[src/rtl/pattern_event_mon_if.sv]
// Bundle of the pattern monitor's functional signals.
//   pattern   : detection flag from the upstream sequence detector
//   clr       : synchronous clear of statistics and burst FSM
//   clr_alarm : acknowledge of the sticky alarm
//   det_cnt   : saturating detection count
//   last_gap  : cycles between the two most recent detections
//   gap_valid : last_gap holds a real measurement
//   burst     : one-cycle pulse when a burst is found
//   alarm     : sticky burst flag
// master = stimulus/consumer side, slave = monitor side.
interface pattern_event_mon_if #(
  parameter int unsigned CNT_W = 16,
  parameter int unsigned GAP_W = 8
);
  logic             pattern;
  logic             clr;
  logic             clr_alarm;
  logic [CNT_W-1:0] det_cnt;
  logic [GAP_W-1:0] last_gap;
  logic             gap_valid;
  logic             burst;
  logic             alarm;

  modport master (
    output pattern, clr, clr_alarm,
    input  det_cnt, last_gap, gap_valid, burst, alarm
  );

  modport slave (
    input  pattern, clr, clr_alarm,
    output det_cnt, last_gap, gap_valid, burst, alarm
  );
endinterface

[src/rtl/pattern_event_mon.sv]
// Detection statistics and burst alarm for an upstream pattern detector.
// Counts detections, measures the gap between the two most recent ones and
// raises a sticky alarm when BURST_N detections fall within WINDOW cycles.
// Ports:
//   clk : clock, all state on rising edge
//   rst : synchronous active-high reset
//   bus : pattern_event_mon_if.slave (pattern/clr/clr_alarm in,
//         det_cnt/last_gap/gap_valid/burst/alarm out, all registered)
module pattern_event_mon #(
  parameter int unsigned CNT_W   = 16,
  parameter int unsigned GAP_W   = 8,
  parameter int unsigned BURST_N = 3,
  parameter int unsigned WINDOW  = 16
) (
  input  logic                clk,
  input  logic                rst,
  pattern_event_mon_if.slave  bus
);

  localparam int unsigned     GAP_XW     = GAP_W + 1;
  localparam logic [CNT_W-1:0] CNT_MAX   = '1;
  localparam logic [GAP_W-1:0] GAP_MAX   = '1;
  localparam logic [3:0]       BURST_HITS = 4'(BURST_N);
  localparam logic [7:0]       WIN_LAST   = 8'(WINDOW - 1);

  typedef enum logic [1:0] {
    IDLE  = 2'd0,
    TRACK = 2'd1,
    HOLD  = 2'd2
  } state_e;

  state_e           state_q, state_d;
  logic [3:0]       hits_q, hits_d;
  logic [7:0]       win_q, win_d;
  logic [CNT_W-1:0] det_cnt_q, det_cnt_d;
  logic [GAP_W-1:0] since_q, since_d;
  logic [GAP_W-1:0] last_gap_q, last_gap_d;
  logic             gap_valid_q, gap_valid_d;
  logic             seen_q, seen_d;
  logic             burst_q, burst_d;
  logic             alarm_q, alarm_d;

  logic             det;
  logic [GAP_XW-1:0] gap_ext;
  logic [GAP_W-1:0] gap_meas;
  logic [7:0]       win_nxt;

  // A detection coinciding with clr is dropped.
  assign det      = bus.pattern & ~bus.clr;
  assign gap_ext  = {1'b0, since_q} + GAP_XW'(1);
  assign gap_meas = gap_ext[GAP_W] ? GAP_MAX : gap_ext[GAP_W-1:0];
  // Cycles elapsed since the first detection of the current window.
  assign win_nxt  = win_q + 8'd1;

  // Next-state and statistics logic.
  always_comb begin
    state_d     = state_q;
    hits_d      = hits_q;
    win_d       = win_q;
    det_cnt_d   = det_cnt_q;
    since_d     = since_q;
    last_gap_d  = last_gap_q;
    gap_valid_d = gap_valid_q;
    seen_d      = seen_q;
    burst_d     = 1'b0;
    alarm_d     = alarm_q;

    if (det) begin
      if (det_cnt_q != CNT_MAX) det_cnt_d = det_cnt_q + CNT_W'(1);
      since_d = '0;
      seen_d  = 1'b1;
      // The very first detection only arms the gap measurement.
      if (seen_q) begin
        last_gap_d  = gap_meas;
        gap_valid_d = 1'b1;
      end
    end else if (since_q != GAP_MAX) begin
      since_d = since_q + GAP_W'(1);
    end

    case (state_q)
      IDLE: begin
        if (det) begin
          state_d = TRACK;
          hits_d  = 4'd1;
          win_d   = 8'd0;
        end
      end
      TRACK: begin
        win_d = win_nxt;
        // Completing the burst wins over the window closing on this edge.
        if (det && (hits_q + 4'd1 == BURST_HITS)) begin
          state_d = HOLD;
          hits_d  = hits_q + 4'd1;
          burst_d = 1'b1;
          alarm_d = 1'b1;
        end else if (win_nxt == WIN_LAST) begin
          state_d = IDLE;
          hits_d  = 4'd0;
          win_d   = 8'd0;
        end else if (det) begin
          hits_d = hits_q + 4'd1;
        end
      end
      HOLD: begin
        if (bus.clr_alarm) begin
          alarm_d = 1'b0;
          if (det) begin
            state_d = TRACK;
            hits_d  = 4'd1;
            win_d   = 8'd0;
          end else begin
            state_d = IDLE;
            hits_d  = 4'd0;
            win_d   = 8'd0;
          end
        end
      end
      default: begin
        state_d = IDLE;
        hits_d  = 4'd0;
        win_d   = 8'd0;
      end
    endcase

    // clr wipes everything and beats clr_alarm.
    if (bus.clr) begin
      state_d     = IDLE;
      hits_d      = 4'd0;
      win_d       = 8'd0;
      det_cnt_d   = '0;
      since_d     = '0;
      last_gap_d  = '0;
      gap_valid_d = 1'b0;
      seen_d      = 1'b0;
      burst_d     = 1'b0;
      alarm_d     = 1'b0;
    end
  end

  // State register.
  always_ff @(posedge clk) begin
    if (rst) begin
      state_q     <= IDLE;
      hits_q      <= 4'd0;
      win_q       <= 8'd0;
      det_cnt_q   <= '0;
      since_q     <= '0;
      last_gap_q  <= '0;
      gap_valid_q <= 1'b0;
      seen_q      <= 1'b0;
      burst_q     <= 1'b0;
      alarm_q     <= 1'b0;
    end else begin
      state_q     <= state_d;
      hits_q      <= hits_d;
      win_q       <= win_d;
      det_cnt_q   <= det_cnt_d;
      since_q     <= since_d;
      last_gap_q  <= last_gap_d;
      gap_valid_q <= gap_valid_d;
      seen_q      <= seen_d;
      burst_q     <= burst_d;
      alarm_q     <= alarm_d;
    end
  end

  assign bus.det_cnt   = det_cnt_q;
  assign bus.last_gap  = last_gap_q;
  assign bus.gap_valid = gap_valid_q;
  assign bus.burst     = burst_q;
  assign bus.alarm     = alarm_q;

endmodule

[src/flat_wrapper.sv]
// flat-port wrapper written by rule: the top's interface ports become plain ports
module pattern_event_mon_flat 
#(
  parameter int unsigned CNT_W   = 16,
  parameter int unsigned GAP_W   = 8,
  parameter int unsigned BURST_N = 3,
  parameter int unsigned WINDOW  = 16
)
  (clk, rst, bus_pattern, bus_clr, bus_clr_alarm, bus_det_cnt, bus_last_gap, bus_gap_valid, bus_burst, bus_alarm);
  pattern_event_mon_if #(.CNT_W(CNT_W), .GAP_W(GAP_W)) bus_i ();
  input  logic clk;
  input  logic rst;
  input wire logic [$bits(bus_i.pattern)-1:0] bus_pattern;
  input wire logic [$bits(bus_i.clr)-1:0] bus_clr;
  input wire logic [$bits(bus_i.clr_alarm)-1:0] bus_clr_alarm;
  output wire logic [$bits(bus_i.det_cnt)-1:0] bus_det_cnt;
  output wire logic [$bits(bus_i.last_gap)-1:0] bus_last_gap;
  output wire logic [$bits(bus_i.gap_valid)-1:0] bus_gap_valid;
  output wire logic [$bits(bus_i.burst)-1:0] bus_burst;
  output wire logic [$bits(bus_i.alarm)-1:0] bus_alarm;
  assign bus_i.pattern = bus_pattern;
  assign bus_i.clr = bus_clr;
  assign bus_i.clr_alarm = bus_clr_alarm;
  assign bus_det_cnt = bus_i.det_cnt;
  assign bus_last_gap = bus_i.last_gap;
  assign bus_gap_valid = bus_i.gap_valid;
  assign bus_burst = bus_i.burst;
  assign bus_alarm = bus_i.alarm;
  pattern_event_mon #(.CNT_W(CNT_W), .GAP_W(GAP_W), .BURST_N(BURST_N), .WINDOW(WINDOW)) u_core (.clk(clk), .rst(rst), .bus(bus_i));
endmodule
[config.mk]
export PLATFORM = sky130hd
export DESIGN_NAME = pattern_event_mon_flat
export DESIGN_NICKNAME = d
export VERILOG_FILES = /design/src/rtl/pattern_event_mon_if.sv /design/src/rtl/pattern_event_mon.sv /design/src/flat_wrapper.sv
export SDC_FILE = /design/constraint.sdc
export NUM_CORES = 1
export LEC_CHECK = 0
export ABC_AREA = 1
export CAP_MARGIN = 40
export CORE_UTILIZATION = 53
export CTS_CLUSTER_SIZE = 16
export DETAILED_ROUTE_END_ITERATION = 10
export GPL_TIMING_DRIVEN = 0
export PLACE_DENSITY = 0.78
export SYNTH_ARGS = -nofsm -noshare
export SYNTH_HDL_FRONTEND = slang
export SYNTH_SLANG_ARGS = --single-unit
[constraint.sdc]
create_clock -name clk -period 2.2 [get_ports clk]
set_input_delay 0.44 -clock clk [delete_from_list [all_inputs] [get_ports clk]]
set_output_delay 0.44 -clock clk [all_outputs]
set_load 0.05 [all_outputs]
# After elaboration in Yosys (flattened, before gate mapping)
# Cells that the tools add are included.
# classes
n_addsub	5
eq_ne	11
mux	23
bitwise	3
n_reduce_logical	12
# op_table
operator	count
$mux W8	5
$pmux W8 S3	1
$mux W4	5
$add A16 B1 Y16 const B	1
$add A8 B1 Y8 const B	2
$ne A16 B16 Y1 const B	1
$pmux W4 S3	1
$add A8 B1 Y9 const B	1
$reduce_and A3 Y1	3
$eq A8 B4 Y1 const B	1
$mux W2	4
$ne A8 B8 Y1 const B	1
$pmux W2 S3	1
$reduce_and A2 Y1	3
$reduce_or A3 Y1	2
$mux W1	5
$add A4 B1 Y4 const B	1
$eq A4 B2 Y1 const B	1
$ne A2 B1 Y1 const B	2
$ne A4 B1 Y1 const B	1
$ne A3 B1 Y1 const B	1
$eq A2 B1 Y1 const B	1
$eq A2 B2 Y1 const B	1
$logic_not A2 Y1	1
7 further kinds	8
# totals
regBits	50
output_inout_bits	27

# Depth between registers and ports, before layout
# Gate-level depths: netlist (run 1).
# logic_depth
word_depth	6
ltp_mapped	14
mapped_depth_nobuf	13

# Worst setup path after synthesis (run 1)
# Ideal clock, no wire load.
# synth_timing
kind	register -> register
startpoint	register u_core.det_cnt_q[1] (netlist: u_core.bus.det_cnt[1])
endpoint	register u_core.det_cnt_q[3] (netlist: u_core.bus.det_cnt[3])
setup_ps	146
t_arrival_ps	1819
required_time_ps	2054
setup_slack_ps	235
stages_incl_launch_ff	13
n_path_buf	0
synth_period_minus_slack_ps	1965
path_cell_list	dfxtp_1 ha_1 nand2_1 inv_1 nand3_1 inv_1 nand3_1 nand2_1 nand2_1 inv_1 nor2_1 o21ai_0 a21oi_1
# synth_via
elab_chain_cells	2
word_cells_on_any_way	3
# synth_lines
item	line	source
start: declaration	pattern_event_mon.sv:35	logic [CNT_W-1:0] det_cnt_q, det_cnt_d;
start signal: assignment	pattern_event_mon.sv:158	det_cnt_q <= det_cnt_d;
branches (longest 2 deep; another with $add A16 B1 Y16)	n/a	
# Several ways; the timed one is not identified.
# A chain may end at the register's enable or synchronous reset.

# Final worst setup path (run 1)
# layout_timing
startpoint	register u_core.det_cnt_q[7] (netlist: u_core.bus.det_cnt[7])
endpoint	output bus_det_cnt[7]
# layout_rtl
item	line	source
end: declaration	flat_wrapper.sv:16	output wire logic [$bits(bus_i.det_cnt)-1:0] bus_det_cnt;
# No word-level cell between the ends.

==> qor.json, run 1 <==
{
  "outcome": "finished clean",
  "grt_max_degree": 15,
  "cts_tree": "yes",
  "critPathMaxStageDelay_ns": 0.85,
  "num-nets-final": 398,
  "post-cts-setup-buffer-count": 0,
  "finalCoreUtilization_pct": 66.72,
  "critPathRequiredTime_ns": 1.76,
  "ioPinCount": 32,
  "critical_path.top_delay_family": "buffers and inverters",
  "critical_path.max_fanout": 7,
  "asyncSetResetFlopFracSynth_pct": 0,
  "cts.path.max_buffers": 2,
  "synth.yosys.warnings": 0,
  "layout-drive-gt1-share_pct": 9.561,
  "maxSlewHeadroom_pct": 61.33,
  "detailroute.via_count": 2240,
  "critical_path_cell_with_the_highest_stage_delay": "clkdlybuf4s50_1",
  "routed_wire_length_per_instance_um": 11.84,
  "fin_crit_sh_pct": 93.53,
  "max_freq_mhz": 486.0,
  "overflow_after_grt": 0,
  "first_global_vias": 2046,
  "p_sw_share_pct": 25.05,
  "die_h_um": 70.80,
  "postRouteAntennaNets": 0,
  "wl_mm": 5.196,
  "pwr-share-clk_pct": 33.3,
  "cellPowerDensity_nw_per_um2": 523.9,
  "r2r_slack_ns": 0.38,
  "finalCriticalPeriod_ns": 2.058,
  "sequential_share_of_power_pct": 59.2,
  "syn_area_per_cell_um2": 7.188,
  "seq_area_um2": 1001,
  "final.hold.worst_slack_ns": 0.4712,
  "gp_congestion": 0.8856,
  "drc_errors": 0,
  "yosys-top-cells-area": "dfxtp_1, nand2_1, inv_1",
  "worstSkewPairLatency_ns": 0.31,
  "multi_input_comb_area_um2": 1275,
  "finalInstanceArea_um2": 2965,
  "n_antenna_cell": 0,
  "filler_cell_count": 408,
  "first_iter_violations": 235,
  "preCtsSetupSlack_ns": -0.2159,
  "cts_inserted_buffers": 5,
  "worst_pin_slew_ns": 0.5801,
  "design.core.area_um2": 4444,
  "number_of_antenna_violations_at_the_first_check_in_global_routing": 0,
  "max-vdd-ir-drop_v": 0.0003270,
  "synth_top_area_share_pct": 39.90,
  "seq_area_frac_synth_pct": 39.90,
  "cell_internal_pwr_mw": 1.164,
  "syn_area_um2": 2509,
  "edff_count_synth": 0,
  "synth_ff_type": "dfxtp_1",
  "netSwitchingPower_mw": 0.3891,
  "worstPathCellList": "clkdlybuf4s50_1",
  "grt_first_pass_wirelength_mm": 9.052,
  "cts_htree_levels": 2,
  "grt_util_all_layers_pct": 22.69,
  "final_common_cell": "nand2_1",
  "mapped_cells": 349,
  "rsz_0062_raised_after_global_routing": "false",
  "total_leakage_power_nw": 1.172,
  "clk_transition_reported_paths_ns": 0.09,
  "postSynthNetCount": 360,
  "report.final.hold_viol_count": 0,
  "initial_utilization_pct": 56.45,
  "ws_path_type": "register to output port",
  "floorplan.rows": 24,
  "clock-skew-final_ns": 0.002870,
  "worst_slack_ns": 0.1423,
  "setup_violations": 0,
  "critical_path.n_buffers_inverters": 1,
  "dp_hpwl_mm": 3.810,
  "clock_sinks": 50,
  "ys_ff_latch": 50,
  "maxCapViolCount": 0,
  "synth.largest_area_cell": "dfxtp_1",
  "placed_area_um2": 2884,
  "fp.dieW_um": 70.80,
  "drt-vias-per-instance": 5.103,
  "timing.final.max_slew_violations": 0,
  "cts-root-buf": "clkbuf_8",
  "layout_common_cells": "nand2_1, inv_1, dfxtp_1, nor2_1, clkdlybuf4s50_1",
  "share_comb_of_total_power_pct": 7.5,
  "die_area_um2": 5013,
  "endpoint_kind": "output port",
  "area_delta_synth_final_pct": 18.20,
  "numPortBuffers": 31,
  "firstDrtPassIters": 4,
  "cp-start-kind": "register",
  "cp_data_arrival_time_ns": 1.62,
  "ys_types": 34,
  "hold_class": "register to register"
}
synthesized netlist by cell type (2+ instances only):
| cell type | number |
|---|---|
| nand3_1 | 21 |
| nor4_1 | 3 |
| dfxtp_1 | 50 |
| or2_2 | 2 |
| nor2_2 | 3 |
| a21oi_1 | 29 |
| nor2_4 | 2 |
| a21oi_2 | 3 |
| o21ai_0 | 18 |
| nand2_2 | 8 |
| nor2_1 | 40 |
| inv_1 | 52 |
| ha_1 | 6 |
| nor3_1 | 2 |
| o211ai_1 | 6 |
| nand2_1 | 69 |
| nand4_1 | 4 |
| xor2_1 | 7 |
| nand3_2 | 4 |
| clkbuf_1 | 4 |
| xnor2_1 | 3 |
cells by family (layout without fill, tap and decap cells):
| logic type | count (synthesis) | count (layout) | share of synthesized area [%] |
|---|---|---|---|
| compound gates | 60 | 60 | 13.42 |
| xor+xnor | 10 | 10 | 3.492 |
| simple gates | 164 | 164 | 30.82 |
| buf+inv | 59 | 97 | 9.376 |
| flops | 50 | 50 | 39.90 |
| fa+ha+maj | 6 | 6 | 2.992 |
metal layers:
layer / GRT usage (%) / part of all wire [%] / wire length (um)
met1: 30.23 / 49 / 2537
met2: 36.97 / 46 / 2402
met5: 0 / 0 / 0
met3: 3.419 / 3.5 / 181
met4: 9.333 / 1.4 / 74
power groups by stage:
stage / Sequential [mW] / Combinational (mW) / Clock [mW]
floorplan: 0.952 / 0.0688 / 0
global placement: 0.941 / 0.114 / 0
detailed placement: 0.942 / 0.116 / 0
CTS: 0.920 / 0.116 / 0.524
global route: 0.922 / 0.130 / 0.562
finish: 0.920 / 0.116 / 0.517
flip-flops by register name (all words and copies together), names as in the netlist:
register,flops
u_core.bus.alarm,1
u_core.bus.burst,1
u_core.bus.det_cnt,16
u_core.bus.gap_valid,1
u_core.bus.last_gap,8
u_core.hits_q,4
u_core.seen_q,1
u_core.since_q,8
u_core.state_q,2
u_core.win_q,8
final cells by class:
cell class,count,share of cell area [%]
clock inverter,2,0.3376
sequential,50,33.76
multi-input combinational,240,43.00
tap,52,2.194
buffer,6,1.055
clock buffer,5,2.321
timing repair buffer,31,10.46
inverter,53,6.878
through the flow:
step	instances	power (mW)	setup TNS [ns]
after CTS	439	1.561	0
after global routing	439	1.615	0
after global placement	432	1.056	-2.231
final	439	1.553	0
after detailed placement	432	1.057	-2.635
after floorplan	349	1.021	0
path summary, 6_finish.rpt:
kind,startpoint,end,depth (start not counted)
setup reg to reg,u_core.since_q[0],u_core.since_q[1],10
setup / recovery,u_core.bus.det_cnt[7],bus_det_cnt[7],1
hold / removal,u_core.bus.alarm,u_core.bus.alarm,2
hold reg to reg,u_core.bus.alarm,u_core.bus.alarm,2
what timing repair did:
item | CTS | global route
hold buffers | 0 | 0
endpoints found under the setup margin | 0 | 1
gates resized for setup | 0 | 1
Note: power is estimated with default switching activity, not from simulation.
==> inputs of run 2 (changes only) <==
- ABC_AREA: 1 -> not set
==> qor.json, run 2 <==
{
  "endpoint_kind": {"value": "register", "change": "was output port"},
  "synth_ff_type": {"value": "dfxtp_1", "change": "unchanged"},
  "critical_path.max_fanout": {"value": 10, "change": "was 7"},
  "synth_fa_ha_area_share": {"value": 3.106, "unit": "%", "change": "was 2.993%"},
  "die_area": {"value": 4835, "unit": "um2", "change": "was 5013 um2"},
  "ys_ff_latch": {"value": 50, "change": "unchanged"},
  "synth_top_family_by_area": {"value": "simple AND/OR/NAND/NOR gates", "change": "unchanged"},
  "mapped_cells": {"value": 281, "change": "was 349"},
  "drc_errors": {"value": 0, "change": "unchanged"},
  "asyncSetResetFlopFracSynth": {"value": 0, "unit": "%", "change": "unchanged"},
  "floorplan.rows": {"value": 24, "change": "unchanged"},
  "syn_area_per_cell": {"value": 8.603, "unit": "um2", "change": "was 7.188 um2"},
  "hold_class": {"value": "register to register", "change": "unchanged"},
  "routed_wire_length_per_instance": {"value": 13.09, "unit": "um", "change": "was 11.84 um"},
  "critical_path_cell_with_the_highest_stage_delay": {"value": "nor2_1", "change": "was clkdlybuf4s50_1"},
  "report.final.hold_viol_count": {"value": 0, "change": "unchanged"},
  "top_post_synthesis_cells_by_count": {"value": "dfxtp_1, nor2_1, nand2_1, nand3_1, nor3_1", "change": "was nand2_1, inv_1, dfxtp_1, nor2_1, a21oi_1"},
  "maxCapViolCount": {"value": 0, "change": "unchanged"},
  "numPortBuffers": {"value": 31, "change": "unchanged"},
  "overflow_after_grt": {"value": 0, "change": "unchanged"},
  "maxSlewHeadroom": {"value": 51.88, "unit": "%", "change": "was 61.33%"},
  "cts-root-buf": {"value": "clkbuf_8", "change": "unchanged"},
  "stdcell_count": {"value": 372, "change": "was 439"},
  "final_common_cell": {"value": "dfxtp_1", "change": "was nand2_1"},
  "finalInstanceArea": {"value": 2905, "unit": "um2", "change": "was 2965 um2"},
  "post_synth_and_or_nand_nor_area_fraction": {"value": 29.81, "unit": "%", "change": "was 30.82%"},
  "cts_hold_buffers": {"value": 0, "change": "unchanged"},
  "placed_area": {"value": 2793, "unit": "um2", "change": "was 2884 um2"},
  "cts_htree_levels": {"value": 2, "change": "unchanged"},
  "timing.final.max_slew_violations": {"value": 0, "change": "unchanged"},
  "n_antenna_cell": {"value": 0, "change": "unchanged"},
  "fp.dieW": {"value": 69.54, "unit": "um", "change": "was 70.80 um"},
  "wl": {"value": 4.871, "unit": "mm", "change": "was 5.196 mm"},
  "worstSkewPairLatency": {"value": 0.30, "unit": "ns", "change": "was 0.31 ns"},
  "ys_types": {"value": 49, "change": "was 34"},
  "postRouteAntennaNets": {"value": 0, "change": "unchanged"},
  "r2r_slack": {"value": 0.44, "unit": "ns", "change": "was 0.38 ns"},
  "cts_tree": {"value": "yes", "change": "unchanged"},
  "worst-r2r-cell-count": {"value": 5, "change": "was 10"},
  "critical_path.startpoint": {"value": "bus_clr", "change": "was u_core.bus.det_cnt[7]"},
  "layout-drive-gt1-share": {"value": 8.125, "unit": "%", "change": "was 9.561%"},
  "cts_resized": {"value": 0, "change": "unchanged"},
  "synth.largest_area_cell": {"value": "dfxtp_1", "change": "unchanged"},
  "clock_sinks": {"value": 50, "change": "unchanged"},
  "first_iter_violations": {"value": 130, "change": "was 235"},
  "worst_hold_path.num_cells": {"value": 2, "change": "unchanged"},
  "syn_area": {"value": 2417, "unit": "um2", "change": "was 2509 um2"},
  "edff_count_synth": {"value": 0, "change": "unchanged"},
  "synth_xor_area_share": {"value": 6.159, "unit": "%", "change": "was 3.491%"},
  "fin_crit_sh": {"value": 93.07, "unit": "%", "change": "was 93.53%"},
  "postSynthNetCount": {"value": 292, "change": "was 360"},
  "cts.path.max_buffers": {"value": 2, "change": "unchanged"},
  "worstHoldEndpoint": {"value": "u_core.bus.last_gap[6]", "change": "was u_core.bus.alarm"},
  "dp_hpwl": {"value": 3.526, "unit": "mm", "change": "was 3.810 mm"},
  "total_leakage_power": {"value": 0.9912, "unit": "nW", "change": "was 1.172 nW"},
  "seq_area_frac_synth": {"value": 41.41, "unit": "%", "change": "was 39.90%"},
  "worst_reg2reg_path_endpoint": {"value": "u_core.bus.last_gap[2]", "change": "was u_core.since_q[1]"},
  "cts_inserted_buffers": {"value": 5, "change": "unchanged"},
  "placedCellCount": {"value": 364, "change": "was 432"},
  "ioPinCount": {"value": 32, "change": "unchanged"},
  "reg2reg_from": {"value": "u_core.since_q[0]", "change": "unchanged"},
  "grt_max_degree": {"value": 16, "change": "was 15"},
  "post-cts-setup-buffer-count": {"value": 0, "change": "unchanged"},
  "cp_data_arrival_time": {"value": 2.28, "unit": "ns", "change": "was 1.62 ns"},
  "number_of_antenna_violations_at_the_first_check_in_global_routing": {"value": 0, "change": "unchanged"},
  "worstPathCellList": {"value": "clkdlybuf4s50_1, nor2_1, nand2_1, or3_1, nand3_1", "change": "was clkdlybuf4s50_1"},
  "max-vdd-ir-drop": {"value": 0.0003061, "unit": "V", "change": "was 0.0003270 V"},
  "ws_path_type": {"value": "primary input to register", "change": "was register to output port"},
  "clk_transition_reported_paths": {"value": 0.09, "unit": "ns", "change": "about the same"},
  "critPathRequiredTime": {"value": 2.44, "unit": "ns", "change": "was 1.76 ns"},
  "critPathMaxStageDelay": {"value": 0.61, "unit": "ns", "change": "was 0.85 ns"},
  "setup_violations": {"value": 0, "change": "unchanged"},
  "clock-skew-final": {"value": 0.01264, "unit": "ns", "change": "was 0.002870 ns"},
  "post-synth-top-count-cell": {"value": "dfxtp_1", "change": "was nand2_1"},
  "drt-vias-per-instance": {"value": 5.710, "change": "was 5.103"},
  "die_h": {"value": 69.54, "unit": "um", "change": "was 70.80 um"},
  "finalCriticalPeriod": {"value": 2.047, "unit": "ns", "change": "was 2.058 ns"},
  "synth_top_area_share": {"value": 41.41, "unit": "%", "change": "was 39.90%"},
  "gp_congestion": {"value": 0.8488, "change": "was 0.8856"},
  "max_freq": {"value": 488.4, "unit": "MHz", "change": "was 486.0 MHz"},
  "yosys-top-cells-area": {"value": "dfxtp_1, nor2_1, nand2_1", "change": "was dfxtp_1, nand2_1, inv_1"},
  "cp-start-kind": {"value": "primary input", "change": "was register"},
  "rsz_0062_raised_after_global_routing": {"value": "true", "change": "was false"},
  "firstDrtPassIters": {"value": 4, "change": "unchanged"},
  "layout_common_cells": {"value": "dfxtp_1, nor2_1, clkdlybuf4s50_1, nand2_1, nand3_1", "change": "was nand2_1, inv_1, dfxtp_1, nor2_1, clkdlybuf4s50_1"},
  "num-nets-final": {"value": 330, "change": "was 398"},
  "synth.yosys.warnings": {"value": 0, "change": "unchanged"},
  "synth_compound_gate_area_share": {"value": 15.94, "unit": "%", "change": "was 13.42%"},
  "worst_pin_slew": {"value": 0.7191, "unit": "ns", "change": "was 0.5801 ns"},
  "design.core.area": {"value": 4354, "unit": "um2", "change": "was 4444 um2"},
  "detailroute.via_count": {"value": 2124, "change": "was 2240"},
  "initial_utilization": {"value": 55.52, "unit": "%", "change": "was 56.45%"},
  "grt_util_all_layers": {"value": 21.84, "unit": "%", "change": "was 22.69%"},
  "post_synth_mux_area_share": {"value": 1.242, "unit": "%", "change": "was 0%"},
  "outcome": {"value": "finished clean", "change": "unchanged"},
  "first_global_vias": {"value": 1964, "change": "was 2046"},
  "grt_first_pass_wirelength": {"value": 8.611, "unit": "mm", "change": "was 9.052 mm"},
  "final.hold.worst_slack": {"value": 0.4660, "unit": "ns", "change": "was 0.4712 ns"},
  "area_delta_synth_final": {"value": 20.19, "unit": "%", "change": "was 18.20%"},
  "largest_register_ff_count": {"value": 16, "change": "unchanged"},
  "hold_path_startpoint": {"value": "u_core.bus.last_gap[6]", "change": "was u_core.bus.alarm"},
  "cellPowerDensity": {"value": 560.1, "unit": "nW/um2", "change": "was 523.9 nW/um2"}
}
-- run 2: worst max path at each step --
stage                              to  slack [ns]  depth (start not counted)
6_report              u_core.win_q[5]        0.15                          5
4_1_cts                bus_det_cnt[9]        0.14                          1
2_1_floorplan  u_core.bus.det_cnt[12]        0.32                          6
3_3_place_gp   u_core.bus.last_gap[7]       -0.11                          5
3_5_place_dp    u_core.bus.det_cnt[3]       -0.12                          5
5_1_grt               u_core.win_q[5]       -0.02                          5
-- run 2: kinds of logic (layout without fill, tap and decap cells) --
family	Yosys count	after routing
muxes	3	3
and+or+nand+nor	137	137
DFF	50	50
adders and majority gates	6	6
buffers and inverters	13	52
AOI/OAI and AO/OA	55	55
xor gates and xnor gates	17	17
-- run 2: worst max-delay path: cells and delay by family --
family        cells  cell delay [ns]
simple gates      4             1.33
buf+inv           1             0.51
-- run 2: per-stage QoR --
step | power (mW) | setup WS [ns] | TNS (ns) | utilization [%]
5_1_grt | 1.681 | -0.01686 | -0.01686 | 66.72
6_report | 1.627 | 0.1526 | 0 | 66.72
4_1_cts | 1.644 | 0.1396 | 0 | 66.67
3_5_place_dp | 1.011 | -0.1177 | -2.028 | 64.14
3_3_place_gp | 1.011 | -0.1092 | -1.942 | 64.14
2_1_floorplan | 0.9830 | 0.3200 | 0 | -
-- run 2: routing by layer --
metal / up-vias / wire length (um) / track usage, %
met5: - / 0 / 0
met4: 0 / 42 / 8.844
met3: 4 / 219 / 3.779
met2: 53 / 2306 / 36.89
met1: 980 / 2303 / 27.55
li1: 1087 / - / -
-- run 2: area by class of cell --
class / count / area [um2]
fillers: 381 / 1449
multi-input cells: 218 / 1360
flip-flops and latches: 50 / 1001
repair buffers: 31 / 310.3
clock buffers: 6 / 72.57
well taps: 52 / 65.06
plain buffers: 8 / 40.04
clock inverters: 2 / 37.54
inverters: 5 / 18.77
-- run 2: report_power, final --
part	internal, mW	switching [mW]	total [mW]
registers	0.910	0.00600	0.916
clock network	0.339	0.296	0.636
logic	0.0257	0.0500	0.0757
total	1.27	0.352	1.63
==> inputs of run 3 (changes only) <==
- ABC_CLOCK_PERIOD_IN_PS: not set -> 2200
- CTS_CLUSTER_DIAMETER: not set -> 80
==> results of run 3 <==
Same layout as run 2: the final DEF is identical, and so are final timing and power.
